**src/rtl/mainmenu_index_gen_pkg.sv**
```systemverilog
// Shared types and constants for the main-menu pixel-index stage.
// Holds the image geometry, palette indices and the selection-FSM state type.
package mainmenu_pkg;

   typedef enum logic [1:0] {MENU, CONFIRM, DONE} menu_state_t;

   localparam int SCREEN_W = 640;
   localparam int SCREEN_H = 480;
   localparam int IMG_W    = 320;
   localparam int IMG_H    = 240;

   localparam logic [3:0] TEXT_IDX   = 4'h3;
   localparam logic [3:0] HILITE_IDX = 4'h2;

   // Address of the stored 320x240 image for a 2x-upscaled screen pixel; y*320 = (y<<8)+(y<<6).
   function automatic logic [16:0] img_addr(input logic [9:0] x, input logic [9:0] y);
      logic [16:0] xx;
      logic [16:0] yy;
      xx = {8'd0, x[9:1]};
      yy = {8'd0, y[9:1]};
      return (yy << 8) + (yy << 6) + xx;
   endfunction

endpackage

```
**src/rtl/mainmenu_index_gen_if.sv**
```systemverilog
// Scan/ROM/palette bus of the main-menu index stage.
// There is no valid/ready pair: the stream advances every pixel clock with no backpressure.
interface mainmenu_index_gen_if;

   logic [9:0]  DrawX;
   logic [9:0]  DrawY;
   logic        blank;
   logic        hs_in;
   logic        vs_in;
   logic [16:0] rom_addr;
   logic [3:0]  rom_q;
   logic [3:0]  index;
   logic        blank_out;
   logic        hs_out;
   logic        vs_out;

   modport master (
      output DrawX, DrawY, blank, hs_in, vs_in, rom_q,
      input  rom_addr, index, blank_out, hs_out, vs_out
   );

   modport slave (
      input  DrawX, DrawY, blank, hs_in, vs_in, rom_q,
      output rom_addr, index, blank_out, hs_out, vs_out
   );

endinterface

```
**src/rtl/mainmenu_index_gen_menu_sel_fsm.sv**
```systemverilog
// Menu selection FSM: collects key presses per frame, steps sel once per frame
// start with wrap-around, and pulses start when the selection is confirmed.
module menu_sel_fsm
   import mainmenu_pkg::*;
#(
   parameter int NUM_ITEMS = 3
) (
   input  logic        Clk,
   input  logic        Reset,
   input  logic        key_up,
   input  logic        key_down,
   input  logic        key_enter,
   input  logic        frame_start,
   input  logic        menu_en,
   output logic [1:0]  sel,
   output logic        start,
   output menu_state_t state
);

   localparam logic [1:0] LAST = 2'(NUM_ITEMS - 1);

   logic up_pend;
   logic dn_pend;
   logic en_prev;

   always_ff @(posedge Clk) begin
      if (Reset) begin
         state   <= MENU;
         sel     <= 2'd0;
         start   <= 1'b0;
         up_pend <= 1'b0;
         dn_pend <= 1'b0;
         en_prev <= 1'b0;
      end else begin
         start   <= 1'b0;
         en_prev <= menu_en;
         case (state)
            MENU: begin
               if (!menu_en) begin
                  up_pend <= 1'b0;
                  dn_pend <= 1'b0;
               end else begin
                  // Opposing presses in one frame cancel out.
                  if (frame_start) begin
                     if (up_pend && !dn_pend)
                        sel <= (sel == 2'd0) ? LAST : sel - 2'd1;
                     else if (dn_pend && !up_pend)
                        sel <= (sel == LAST) ? 2'd0 : sel + 2'd1;
                     up_pend <= 1'b0;
                     dn_pend <= 1'b0;
                  end else begin
                     if (key_up)   up_pend <= 1'b1;
                     if (key_down) dn_pend <= 1'b1;
                  end
                  if (key_enter) begin
                     state   <= CONFIRM;
                     start   <= 1'b1;
                     up_pend <= 1'b0;
                     dn_pend <= 1'b0;
                  end
               end
            end
            CONFIRM: state <= DONE;
            DONE: begin
               if (menu_en && !en_prev) begin
                  state   <= MENU;
                  up_pend <= 1'b0;
                  dn_pend <= 1'b0;
               end
            end
            default: state <= MENU;
         endcase
      end
   end

endmodule

```
**src/rtl/mainmenu_index_gen.sv**
```systemverilog
// Two-stage pixel-index pipeline for the main menu: scan coords -> ROM address,
// ROM data -> palette index with the selected item's text recoloured.
module mainmenu_index_gen
   import mainmenu_pkg::*;
#(
   parameter int NUM_ITEMS = 3,
   parameter int ITEM_Y0   = 120,
   parameter int ITEM_H    = 64
) (
   input  logic                 Clk,
   input  logic                 Reset,
   input  logic                 key_up,
   input  logic                 key_down,
   input  logic                 key_enter,
   input  logic                 menu_en,
   mainmenu_index_gen_if.slave  vga,
   output logic [1:0]           sel,
   output logic                 start,
   output menu_state_t          state_dbg
);

   localparam logic [9:0] SCR_W  = 10'(SCREEN_W);
   localparam logic [9:0] SCR_H  = 10'(SCREEN_H);
   localparam logic [9:0] BAND_0 = 10'(ITEM_Y0);
   localparam logic [9:0] BAND_H = 10'(ITEM_H);

   logic       s1_valid;
   logic [9:0] s1_row;
   logic       blank_d1;
   logic       hs_d1;
   logic       vs_d1;
   logic       vs_prev;
   logic       in_range;
   logic       frame_start;
   logic [9:0] band_lo;
   logic [9:0] band_hi;
   logic       in_band;

   assign in_range    = (vga.DrawX < SCR_W) && (vga.DrawY < SCR_H) && vga.blank;
   assign frame_start = vs_prev && !vga.vs_in;

   // Band test uses the row that produced the ROM word now on rom_q.
   assign band_lo = BAND_0 + BAND_H * {8'd0, sel};
   assign band_hi = band_lo + BAND_H;
   assign in_band = (s1_row >= band_lo) && (s1_row < band_hi);

   always_ff @(posedge Clk) begin
      if (Reset) begin
         vga.rom_addr  <= 17'd0;
         s1_valid      <= 1'b0;
         s1_row        <= 10'd0;
         blank_d1      <= 1'b0;
         hs_d1         <= 1'b1;
         vs_d1         <= 1'b1;
         vs_prev       <= 1'b1;
         vga.index     <= 4'd0;
         vga.blank_out <= 1'b0;
         vga.hs_out    <= 1'b1;
         vga.vs_out    <= 1'b1;
      end else begin
         if (in_range) begin
            vga.rom_addr <= img_addr(vga.DrawX, vga.DrawY);
            s1_valid     <= 1'b1;
         end else begin
            vga.rom_addr <= 17'd0;
            s1_valid     <= 1'b0;
         end
         s1_row   <= vga.DrawY;
         blank_d1 <= vga.blank;
         hs_d1    <= vga.hs_in;
         vs_d1    <= vga.vs_in;
         vs_prev  <= vga.vs_in;

         if (!s1_valid)
            vga.index <= 4'd0;
         else if (vga.rom_q == TEXT_IDX && in_band)
            vga.index <= HILITE_IDX;
         else
            vga.index <= vga.rom_q;
         vga.blank_out <= blank_d1;
         vga.hs_out    <= hs_d1;
         vga.vs_out    <= vs_d1;
      end
   end

   menu_sel_fsm #(.NUM_ITEMS(NUM_ITEMS)) u_sel_fsm (
      .Clk         (Clk),
      .Reset       (Reset),
      .key_up      (key_up),
      .key_down    (key_down),
      .key_enter   (key_enter),
      .frame_start (frame_start),
      .menu_en     (menu_en),
      .sel         (sel),
      .start       (start),
      .state       (state_dbg)
   );

endmodule

```
**src/flat_wrapper.sv**
```systemverilog
// flat-port wrapper written by rule: the top's interface ports become plain ports
module mainmenu_index_gen_flat import mainmenu_pkg::*;
#(
   parameter int NUM_ITEMS = 3,
   parameter int ITEM_Y0   = 120,
   parameter int ITEM_H    = 64
)
  (Clk, Reset, key_up, key_down, key_enter, menu_en, sel, start, state_dbg, vga_DrawX, vga_DrawY, vga_blank, vga_hs_in, vga_vs_in, vga_rom_q, vga_rom_addr, vga_index, vga_blank_out, vga_hs_out, vga_vs_out);
  mainmenu_index_gen_if vga_i ();
  input  logic Clk;
  input  logic Reset;
  input  logic key_up;
  input  logic key_down;
  input  logic key_enter;
  input  logic menu_en;
  output logic [1:0] sel;
  output logic start;
  output menu_state_t state_dbg;
  input wire logic [$bits(vga_i.DrawX)-1:0] vga_DrawX;
  input wire logic [$bits(vga_i.DrawY)-1:0] vga_DrawY;
  input wire logic [$bits(vga_i.blank)-1:0] vga_blank;
  input wire logic [$bits(vga_i.hs_in)-1:0] vga_hs_in;
  input wire logic [$bits(vga_i.vs_in)-1:0] vga_vs_in;
  input wire logic [$bits(vga_i.rom_q)-1:0] vga_rom_q;
  output wire logic [$bits(vga_i.rom_addr)-1:0] vga_rom_addr;
  output wire logic [$bits(vga_i.index)-1:0] vga_index;
  output wire logic [$bits(vga_i.blank_out)-1:0] vga_blank_out;
  output wire logic [$bits(vga_i.hs_out)-1:0] vga_hs_out;
  output wire logic [$bits(vga_i.vs_out)-1:0] vga_vs_out;
  assign vga_i.DrawX = vga_DrawX;
  assign vga_i.DrawY = vga_DrawY;
  assign vga_i.blank = vga_blank;
  assign vga_i.hs_in = vga_hs_in;
  assign vga_i.vs_in = vga_vs_in;
  assign vga_i.rom_q = vga_rom_q;
  assign vga_rom_addr = vga_i.rom_addr;
  assign vga_index = vga_i.index;
  assign vga_blank_out = vga_i.blank_out;
  assign vga_hs_out = vga_i.hs_out;
  assign vga_vs_out = vga_i.vs_out;
  mainmenu_index_gen #(.NUM_ITEMS(NUM_ITEMS), .ITEM_Y0(ITEM_Y0), .ITEM_H(ITEM_H)) u_core (.Clk(Clk), .Reset(Reset), .key_up(key_up), .key_down(key_down), .key_enter(key_enter), .menu_en(menu_en), .vga(vga_i), .sel(sel), .start(start), .state_dbg(state_dbg));
endmodule
```
**config.mk**
```make
export PLATFORM = sky130hd
export DESIGN_NAME = mainmenu_index_gen_flat
export DESIGN_NICKNAME = d
export VERILOG_FILES = /design/src/rtl/mainmenu_index_gen_pkg.sv /design/src/rtl/mainmenu_index_gen_if.sv /design/src/rtl/mainmenu_index_gen_menu_sel_fsm.sv /design/src/rtl/mainmenu_index_gen.sv /design/src/flat_wrapper.sv
export SDC_FILE = /design/constraint.sdc
export NUM_CORES = 1
export LEC_CHECK = 0
export BUFFER_PORTS_ARGS = -buffer_cell sky130_fd_sc_hd__buf_2
export CAP_MARGIN = 15
export CORE_MARGIN = 1
export CORE_UTILIZATION = 51
export DETAILED_ROUTE_END_ITERATION = 8
export GPL_ROUTABILITY_DRIVEN = 1
export PLACE_DENSITY = 0.84
export SLEW_MARGIN = 20
export SYNTH_ARGS = -nofsm -noshare
export SYNTH_HDL_FRONTEND = slang
export SYNTH_HIERARCHICAL = 1
export SYNTH_SLANG_ARGS = --single-unit
```
**constraint.sdc**
```tcl
create_clock -name Clk -period 2.8 [get_ports Clk]
set_input_delay 0.14 -clock Clk [delete_from_list [all_inputs] [get_ports Clk]]
set_output_delay 0.14 -clock Clk [all_outputs]
set_load 0.1 [all_outputs]
```
# Word-level counts from Yosys, hierarchy flattened
# Index checks and enable logic that the tools add are counted.
[totals] register_bits=46 latch_bits=0 ram_bits=0 rom_bits=0 in_bits=33 out_inout_bits=29 elab_cells=86 n_memories=0
[classes] n_addsub=6 n_mul=0 n_div=0 magnitude_cmp=4 eq_ne=9 shift=0 mux=22 n_bitwise=4 reduce_logical=24
[op_table] op="adder 17 x 15 -> 17 bit" count=1
[op_table] op="adder 17 x 9 -> 17 bit" count=1
[op_table] op="two-way mux 2 bit" count=8
[op_table] op="two-way mux 1 bit" count=11
[op_table] op="adder 10 x 7 -> 10 bit (second input constant)" count=1
[op_table] op=">= comparator 10 bit" count=1
[op_table] op="< comparator 10 bit" count=1
[op_table] op="< comparator 10 bit (second input constant)" count=1
[op_table] op="< comparator 10 x 9 -> 1 bit (second input constant)" count=1
[op_table] op="inequality test 5 x 4 -> 1 bit (second input constant)" count=2
[op_table] op="adder 7 x 8 -> 9 bit (first input constant)" count=1
[op_table] op="AND reduction 3 bit" count=3
[op_table] op="logical AND 1 bit" count=8
[op_table] op="inequality test 2 bit (second input constant)" count=3
[op_table] op="one-hot mux 2 bit (3 select lines)" count=1
[op_table] op="OR reduction 3 bit" count=2
[op_table] op="== test 2 bit (second input constant)" count=2
[op_table] op="== test 4 x 2 -> 1 bit (second input constant)" count=1
[op_table] op="zero test 1 bit" count=4
[op_table] op="zero test 2 bit" count=2
[op_table] op="NOT 1 bit" count=4
[op_table] op="one-hot mux 1 bit (2 select lines)" count=2
[op_table] op="AND reduction 4 bit" count=1
[op_table] op="nonzero test 2 bit" count=2
[op_table] op="4 further kinds" count=5

# Depth between registers and ports, before layout
# Gate-level depths: netlist (run 1).
[depth] ltp_word=6 depth_mapped=9 mapped_depth_nobuf=9

# Modules after synthesis
# Netlist (run 1), hierarchy kept.
[modules_own_cells] mod="mainmenu_index_gen" instances=1 cells_per_inst=159 area_each_um2=1669.1 seq_area_each_um2=700.7
[modules_own_cells] mod="menu_sel_fsm" instances=1 cells_per_inst=44 area_each_um2=409.1 seq_area_each_um2=160.2

# Worst setup path after synthesis (run 1)
# OpenSTA, ideal clock, no wires.
[synth_path] path_kind="reg2reg" startpoint="register u_core.u_sel_fsm.sel[0]" endpoint="register u_core.vga.index[0]" setup_ps=122 arrival_time_ps=2709 required_time_ps=2678 setup_slack_ps=-30 path_stages_with_launch=8 path_buffers=0 period_less_slack_ps=2830 path_cell_list="dfxtp_1 inv_1 ha_1 or3_1 ha_1 a21oi_1 nand4_1 o311a_1"
[synth_via] elab_chain_len=6
[synth_lines] item="start: declaration" line_no="mainmenu_index_gen_menu_sel_fsm.sv:15" text="output logic [1:0] sel,"
[synth_lines] item="start signal: assignment" line_no="mainmenu_index_gen_menu_sel_fsm.sv:46" text="sel <= (sel == 2'd0) ? LAST : sel - 2'd1;"
[synth_lines] item="start signal: assignment" line_no="mainmenu_index_gen_menu_sel_fsm.sv:48" text="sel <= (sel == LAST) ? 2'd0 : sel + 2'd1;"
[synth_lines] item="adder 7 x 8 -> 9 bit (*)" line_no="mainmenu_index_gen.sv:43" text="assign band_lo = BAND_0 + BAND_H * {8'd0, sel};"
[synth_lines] item="adder 10 x 7 -> 10 bit" line_no="mainmenu_index_gen.sv:44" text="assign band_hi = band_lo + BAND_H;"
[synth_lines] item="< comparator 10 bit" line_no="mainmenu_index_gen.sv:45" text="assign in_band = (s1_row >= band_lo) && (s1_row < band_hi);"
[synth_lines] item="logical AND 1 bit (*)" line_no="mainmenu_index_gen.sv:45"
[synth_lines] item="logical AND 1 bit (*)" line_no="mainmenu_index_gen.sv:76" text="else if (vga.rom_q == TEXT_IDX && in_band)"
[synth_lines] item="OR reduction 3 bit (no source line) (*)"
[synth_lines] item="end signal: assignment" line_no="mainmenu_index_gen.sv:79" text="vga.index <= vga.rom_q;"
[synth_lines] item="end: declaration" line_no="mainmenu_index_gen_if.sv:24" text="output rom_addr, index, blank_out, hs_out, vs_out"
# Mark *: on every way between the ends. The rest lies on a longest branch, timed or not.
# A chain may end at the register's enable or synchronous reset.

# Final worst setup path (run 1)
# Ends and elaborated chain as after synthesis.

==> results of run 1 <==
## metal layers
layer	wire length, µm	share of wire (%)	up-vias
met5	0	0	-
met4	69	1.8	0
met3	217	5.7	7
met2	1794	47	45
met1	1728	45	724
li1	-	-	827
## power by group through the flow
stage	Combinational [µW]	Clock, µW	Sequential, µW
final	295	464	642
after CTS	296	477	642
after floorplan	143	0	741
after global placement	287	0	656
after global routing	325	503	645
after detailed placement	295	0	657
## cells in the final DEF (no fill, tap or decap), types with 5 or more instances in the layout
master	netlist	final
a21oi_1	9	9
and2_1	11	11
buf_2	0	59
clkbuf_8	0	5
dfxtp_1	43	42
ha_1	30	30
inv_1	14	14
nand2_1	6	6
nor2_1	12	12
nor2b_1	10	10
o21ai_0	6	6
## cell families (layout without fill, tap and decap cells)
kind of cell / count (synthesis) / count (layout) / synth area share (%)
fa+ha+maj: 32 / 32 / 19.99
buf+inv: 17 / 81 / 3.431
mux: 1 / 1 / 0.4817
xor+xnor: 6 / 6 / 2.529
flops: 43 / 43 / 41.42
simple gates: 70 / 70 / 20.77
compound gates: 34 / 34 / 11.38
## sequential cells by signal, indices dropped and copies added, names as in the netlist
register,cells
u_core/u_sel_fsm/dn_pend,1
u_core/vs_prev,1
u_core/hs_d1,1
u_core/vga.hs_out,1
u_core/s1_row,7
u_core/s1_valid,1
u_core/vga.blank_out,1
u_core/u_sel_fsm/up_pend,1
u_core/vga.rom_addr,17
u_core/u_sel_fsm/start,1
u_core/vga.index,4
u_core/u_sel_fsm/sel,2
u_core/u_sel_fsm/en_prev,1
u_core/vga.vs_out,1
u_core/blank_d1,1
u_core/u_sel_fsm/state,2
## how the worst max path moves through the flow
stage,startpoint,endpoint,cells past startpoint
5_1_grt,u_core/u_sel_fsm/sel[0],u_core/vga.index[0],7
6_report,u_core/u_sel_fsm/sel[0],u_core/vga.index[0],7
3_5_place_dp,u_core/u_sel_fsm/sel[0],u_core/vga.index[0],7
3_3_place_gp,u_core/u_sel_fsm/sel[0],u_core/vga.index[0],7
2_1_floorplan,u_core/u_sel_fsm/sel[1],u_core/vga.index[0],6
4_1_cts,u_core/u_sel_fsm/sel[0],u_core/vga.index[0],7
## critical path: cells and delay by family (launching register included)
family / cells / cell delay (ps)
AO/OA/AOI/OAI: 2 / 470
adder cells (fa/ha/maj): 2 / 650
buffers and inverters: 1 / 100
flip-flops: 1 / 420
AND/OR/NAND/NOR: 2 / 430
## stage by stage
stage	util, %	setup WS (ps)	instances	hold slack, ps
after detailed placement	64.17	647.4	308	330.9
after global placement	64.17	688.7	308	329.1
final	66.99	617.4	315	29.37
after CTS	66.99	619.9	315	20.03
after floorplan	-	124.3	203	205.3
after global routing	66.99	508.4	315	22.87
## cell type report
cell class,instances,share of cell area (%)
clock buffer,5,2.724
clock inverter,2,1.486
inverter,15,2.229
multi-input combinational,143,45.37
sequential,43,34.13
tap,48,2.377
timing repair buffer,59,11.69
==> flow_metrics.tcl, run 1 <==
set metrics [dict create \
    status "completed" \
    grt_overflow 0 \
    synth_most_common_cell "dfxtp_1" \
    antenna_found_initial 0 \
    ys_seq_area_share_pct 41.42 \
    p_int_uw 995.6 \
    synth_edf_count 0 \
    dieWidth_um 65.84 \
    met1_usage_pct 24.25 \
    fin_tns_setup_ps 0 \
    r2r_end "u_core/vga.index[0]" \
    finalCritPeriodShare_pct 77.95 \
    synth_largest_area_cell "dfxtp_1" \
    portBuffers 59 \
    synth_flop_cell "dfxtp_1" \
    syn_area_um2 2078 \
    drt_iter0_drc 78 \
    fin_crit_ps 2183 \
    busiest_layer "met2" \
    cts_buffer_depth 2 \
    setup_viol 0 \
    p_total_uw 1401 \
    reg2reg_from "u_core/u_sel_fsm/sel[0]" \
    syn_inst 203 \
    min_to "u_core/hs_d1" \
    worstPathRequired_ps 2980 \
    synthTopCellsByCount "dfxtp_1, ha_1, inv_1, nor2_1, and2_1" \
    routed_wirelength_um 3809 \
    yosysUniqueCellTypes 46 \
    multi_input_area_um2 1146 \
    crit_type "register to register" \
    maxSlewViolCount 0 \
    die_area_um2 4334 \
    hold_viol 0 \
    core_area_um2 3771 \
    crit_top_cell "ha_1" \
    htree_levels 2 \
    power_switching_uw 405.4 \
    root_buffer "clkbuf_8" \
    drcViolationCount 0 \
    ctsResizeCount 0 \
    rows 22 \
    vias_per_cell 5.089 \
    antenna_left 0 \
    critical-path-slowest-cell "dfxtp_2" \
    share_seq_of_total_power_pct 45.8 \
    hold_path_depth 2 \
    regArea_um2 862.1 \
    ir_worst_vdd_uv 324.9 \
    cts_tree "done" \
    place_hpwl_um 2968 \
    p_leak_uw 0.001238 \
    final_cell_area_um2 2526 \
    num_vias 1603 \
    area_delta_synth_final_pct 21.55 \
    use_met3_pct 4.828 \
    path_cells "inv_1 > ha_1 > or3_1 > ha_1 > a21oi_1 > nand4_1 > o311a_1" \
    maxSlewHeadroom_pct 67.28 \
    tightest_slew_ps 494.2 \
    yosysTopAreaCellShare_pct 41.42 \
    grt_use_met2_pct 31.76 \
    power_per_cell_area_nw_per_um2 554.6 \
    cp_max_fo 8 \
    max_stage_delay_ps 420 \
    cts_buffers 5 \
    placedInstanceArea_um2 2420 \
    finalClockSkew_ps 1.752 \
    worstPathArrival_ps 2370 \
    nets 332 \
    clock-sinks 43 \
    combPwrFrac_pct 21.1 \
    hold_path.class "input pin to register" \
    drv_cap 0 \
    die_y_um 65.84 \
    synth_area_leaders "dfxtp_1, ha_1, and2_1, nor2b_1, inv_1" \
    clkPwrFrac_pct 33.1 \
    syn_nets 268 \
    track_usage_pct 19.70 \
    holdBufCountCts 0 \
    async_reset_ff_share_pct 0 \
    initial_utilization_pct 55.11 \
    regToRegSetupSlack_ps 620 \
    critPathCaptureType "register" \
    syn_avg_cell_area_um2 10.24 \
    fillers 311 \
    yosys_warnings 6 \
    path_clk_slew_ps 80 \
    insertion_delay_ps 290 \
    timing.fmax_mhz 458.2 \
    wl_per_cell_um 12.09 \
    grt_pass1_wl_um 6368 \
    antennaDiodeCount 0 \
    grt_max_degree 21 \
    grt_pass1_vias 1482 \
    drt-pass1-iter-count 4 \
    min_from "vga_hs_in" \
    drive_above_1_share_pct 30.34 \
    switching_share_pct 28.94 \
    synth-seq-cells 43 \
    cts_setup_buffers 0 \
    critPathLaunchType "register" \
    finalWeightedCongestion 0.8643 \
    rsz0062_at_grt "false" \
    io_pins 62 \
    r2r_cells 7 \
]
Power figures use the tool's default switching activity.
==> run 2: changes to the inputs <==
==> constraint.sdc (replaced) <==
create_clock -name Clk -period 2.1 [get_ports Clk]
set_input_delay 0.105 -clock Clk [delete_from_list [all_inputs] [get_ports Clk]]
set_output_delay 0.105 -clock Clk [all_outputs]
set_load 0.1 [all_outputs]
==> run 2 against run 1 <==
Clock power rose by 31%. Combinational power grew 36%. First-iteration DRC count down 33%. Register-to-register slack got worse by 500 ps. Highest routed layer unchanged.
==> flow_metrics.tcl, run 2 (synthesized netlist as in run 1, its figures left out) <==
set metrics [dict create \
    finalCritPeriodShare_pct 94.34 \
    rsz0062_at_grt "false" \
    reg2reg_from "u_core/u_sel_fsm/sel[0]" \
    antennaDiodeCount 0 \
    min_from "vga_DrawX[1]" \
    drive_above_1_share_pct 31.23 \
    status "completed" \
    setup_viol 0 \
    dieWidth_um 65.84 \
    cp_max_fo 8 \
    die_y_um 65.84 \
    grt_pass1_vias 1547 \
    die_area_um2 4334 \
    hold_viol 0 \
    antenna_left 0 \
    ctsResizeCount 0 \
    worstPathRequired_ps 2270 \
    critPathCaptureType "register" \
    final_common_cell "buf_2" \
    maxSlewHeadroom_pct 67.44 \
    grt_pass1_wl_um 6292 \
    finalWeightedCongestion 0.8371 \
    crit_type "register to register" \
    fin_crit_ps 1981 \
    tightest_slew_ps 491.7 \
    root_buffer "clkbuf_8" \
    rows 22 \
    io_pins 62 \
    pre_cts_slack_ps -5.960 \
    r2r_end "u_core/vga.index[0]" \
    hold_path.class "input pin to register" \
    finalNonFillerCells 317 \
    regMostFlops "u_core/vga.rom_addr" \
    core_area_um2 3771 \
    timing.fmax_mhz 504.8 \
    r2r_cells 7 \
    place_inst 308 \
    maxSlewViolCount 0 \
    nets 334 \
    ir_worst_vdd_uv 431.4 \
    num_vias 1653 \
    hold_path_depth 2 \
    worstPathArrival_ps 2160 \
    track_usage_pct 19.34 \
    vias_per_cell 5.215 \
    cts_tree "done" \
    drt_iter0_drc 52 \
    min_to "u_core/vga.rom_addr[0]" \
    cts_buffers 5 \
    routed_wirelength_um 3797 \
    power_per_cell_area_nw_per_um2 722.0 \
    path_clk_slew_ps 70 \
    htree_levels 2 \
    p_leak_uw 0.001248 \
    finalWorstSetupSlack_ps 118.9 \
    area_delta_synth_final_pct 23.96 \
    finalClockSkew_ps 5.954 \
    reg_top3 "u_core/vga.rom_addr (17), u_core/s1_row (7), u_core/vga.index (4)" \
    regToRegSetupSlack_ps 120 \
    critPathLaunchType "register" \
    insertion_delay_ps 290 \
    antenna_found_initial 0 \
    clock-sinks 43 \
    place_hpwl_um 2864 \
    grt_overflow 0 \
    layout.cells.most_common_list "buf_2, dfxtp_1, ha_1" \
    holdBufCountCts 1 \
    wl_per_cell_um 11.98 \
    largest_reg_flops 17 \
    initial_utilization_pct 55.11 \
    fillers 314 \
    cts_buffer_depth 2 \
    drcViolationCount 0 \
    drv_cap 0 \
    grt_max_degree 21 \
    portBuffers 59 \
    drt-pass1-iter-count 4 \
    cts_setup_buffers 0 \
]
run 2: cell count changes in the layout (fill, tap and decap cells not counted), sizes merged:
cell and delta:
clkbuf +1, clkinvlp -1, dlygate4sd3 +2
run 2: worst max-delay path, stage by stage (launching register included):
cell     delay [ps]
dfxtp_4         420
inv_4            50
ha_4            220
or3_1           310
ha_1            320
a21oi_1         140
nand4_1          90
o311a_1         330
run 2: layout make-up:
class	count	area [µm²]	area share [%]
Timing Repair Buffer	61	315.3	12.24
Inverter	15	58.81	2.283
Tap cell	48	60.06	2.331
Clock inverter	1	30.03	1.166
Multi-Input combinational cell	143	1171	45.46
Sequential cell	43	868.3	33.71
Clock buffer	6	72.57	2.817
run 2: stage by stage:
stage / power [µW] / TNS (ps) / cell area [µm²] / util, % / hold slack (ps)
4_1_cts: 1878 / 0 / 2566 / 68.05 / 5.988
6_report: 1860 / 0 / 2576 / 68.31 / 20.27
5_1_grt: 1952 / 0 / 2576 / 68.31 / 7.097
3_5_place_dp: 1265 / -5.960 / 2454 / 65.06 / 291.9
3_3_place_gp: 1256 / 0 / 2454 / 65.06 / 292.5
2_1_floorplan: 1177 / 0 / 2113 / - / 164.4
run 2: how the worst max path moves through the flow:
stage / slack (ps) / to / cells past startpoint / startpoint
2_1_floorplan: 5 / u_core/vga.index[0] / 7 / u_core/u_sel_fsm/sel[0]
6_report: 120 / u_core/vga.index[0] / 7 / u_core/u_sel_fsm/sel[0]
4_1_cts: 100 / u_core/vga.index[0] / 7 / u_core/u_sel_fsm/sel[0]
5_1_grt: 30 / u_core/vga.index[0] / 7 / u_core/u_sel_fsm/sel[0]
3_5_place_dp: -6 / u_core/vga.rom_addr[12] / 10 / vga_DrawX[9]
3_3_place_gp: 30 / u_core/vga.rom_addr[12] / 10 / vga_DrawX[9]
run 2: power by group:
group / leakage [µW] / internal (µW) / total, µW / switching (µW)
logic: 0.000843 / 140 / 400 / 260
clock network: 0.0000513 / 348 / 606 / 257
registers: 0.000353 / 842 / 854 / 12.6
total: 0.00125 / 1330 / 1860 / 530
run 2: per-layer routing:
metal  vias up  part of all wire (%)  track usage [%]
met5         -                     0                0
met1       767                    42            21.49
met2        47                    51            32.65
li1        833                     -                -
met4         0                   1.7            10.33
met3         6                   5.5            6.034
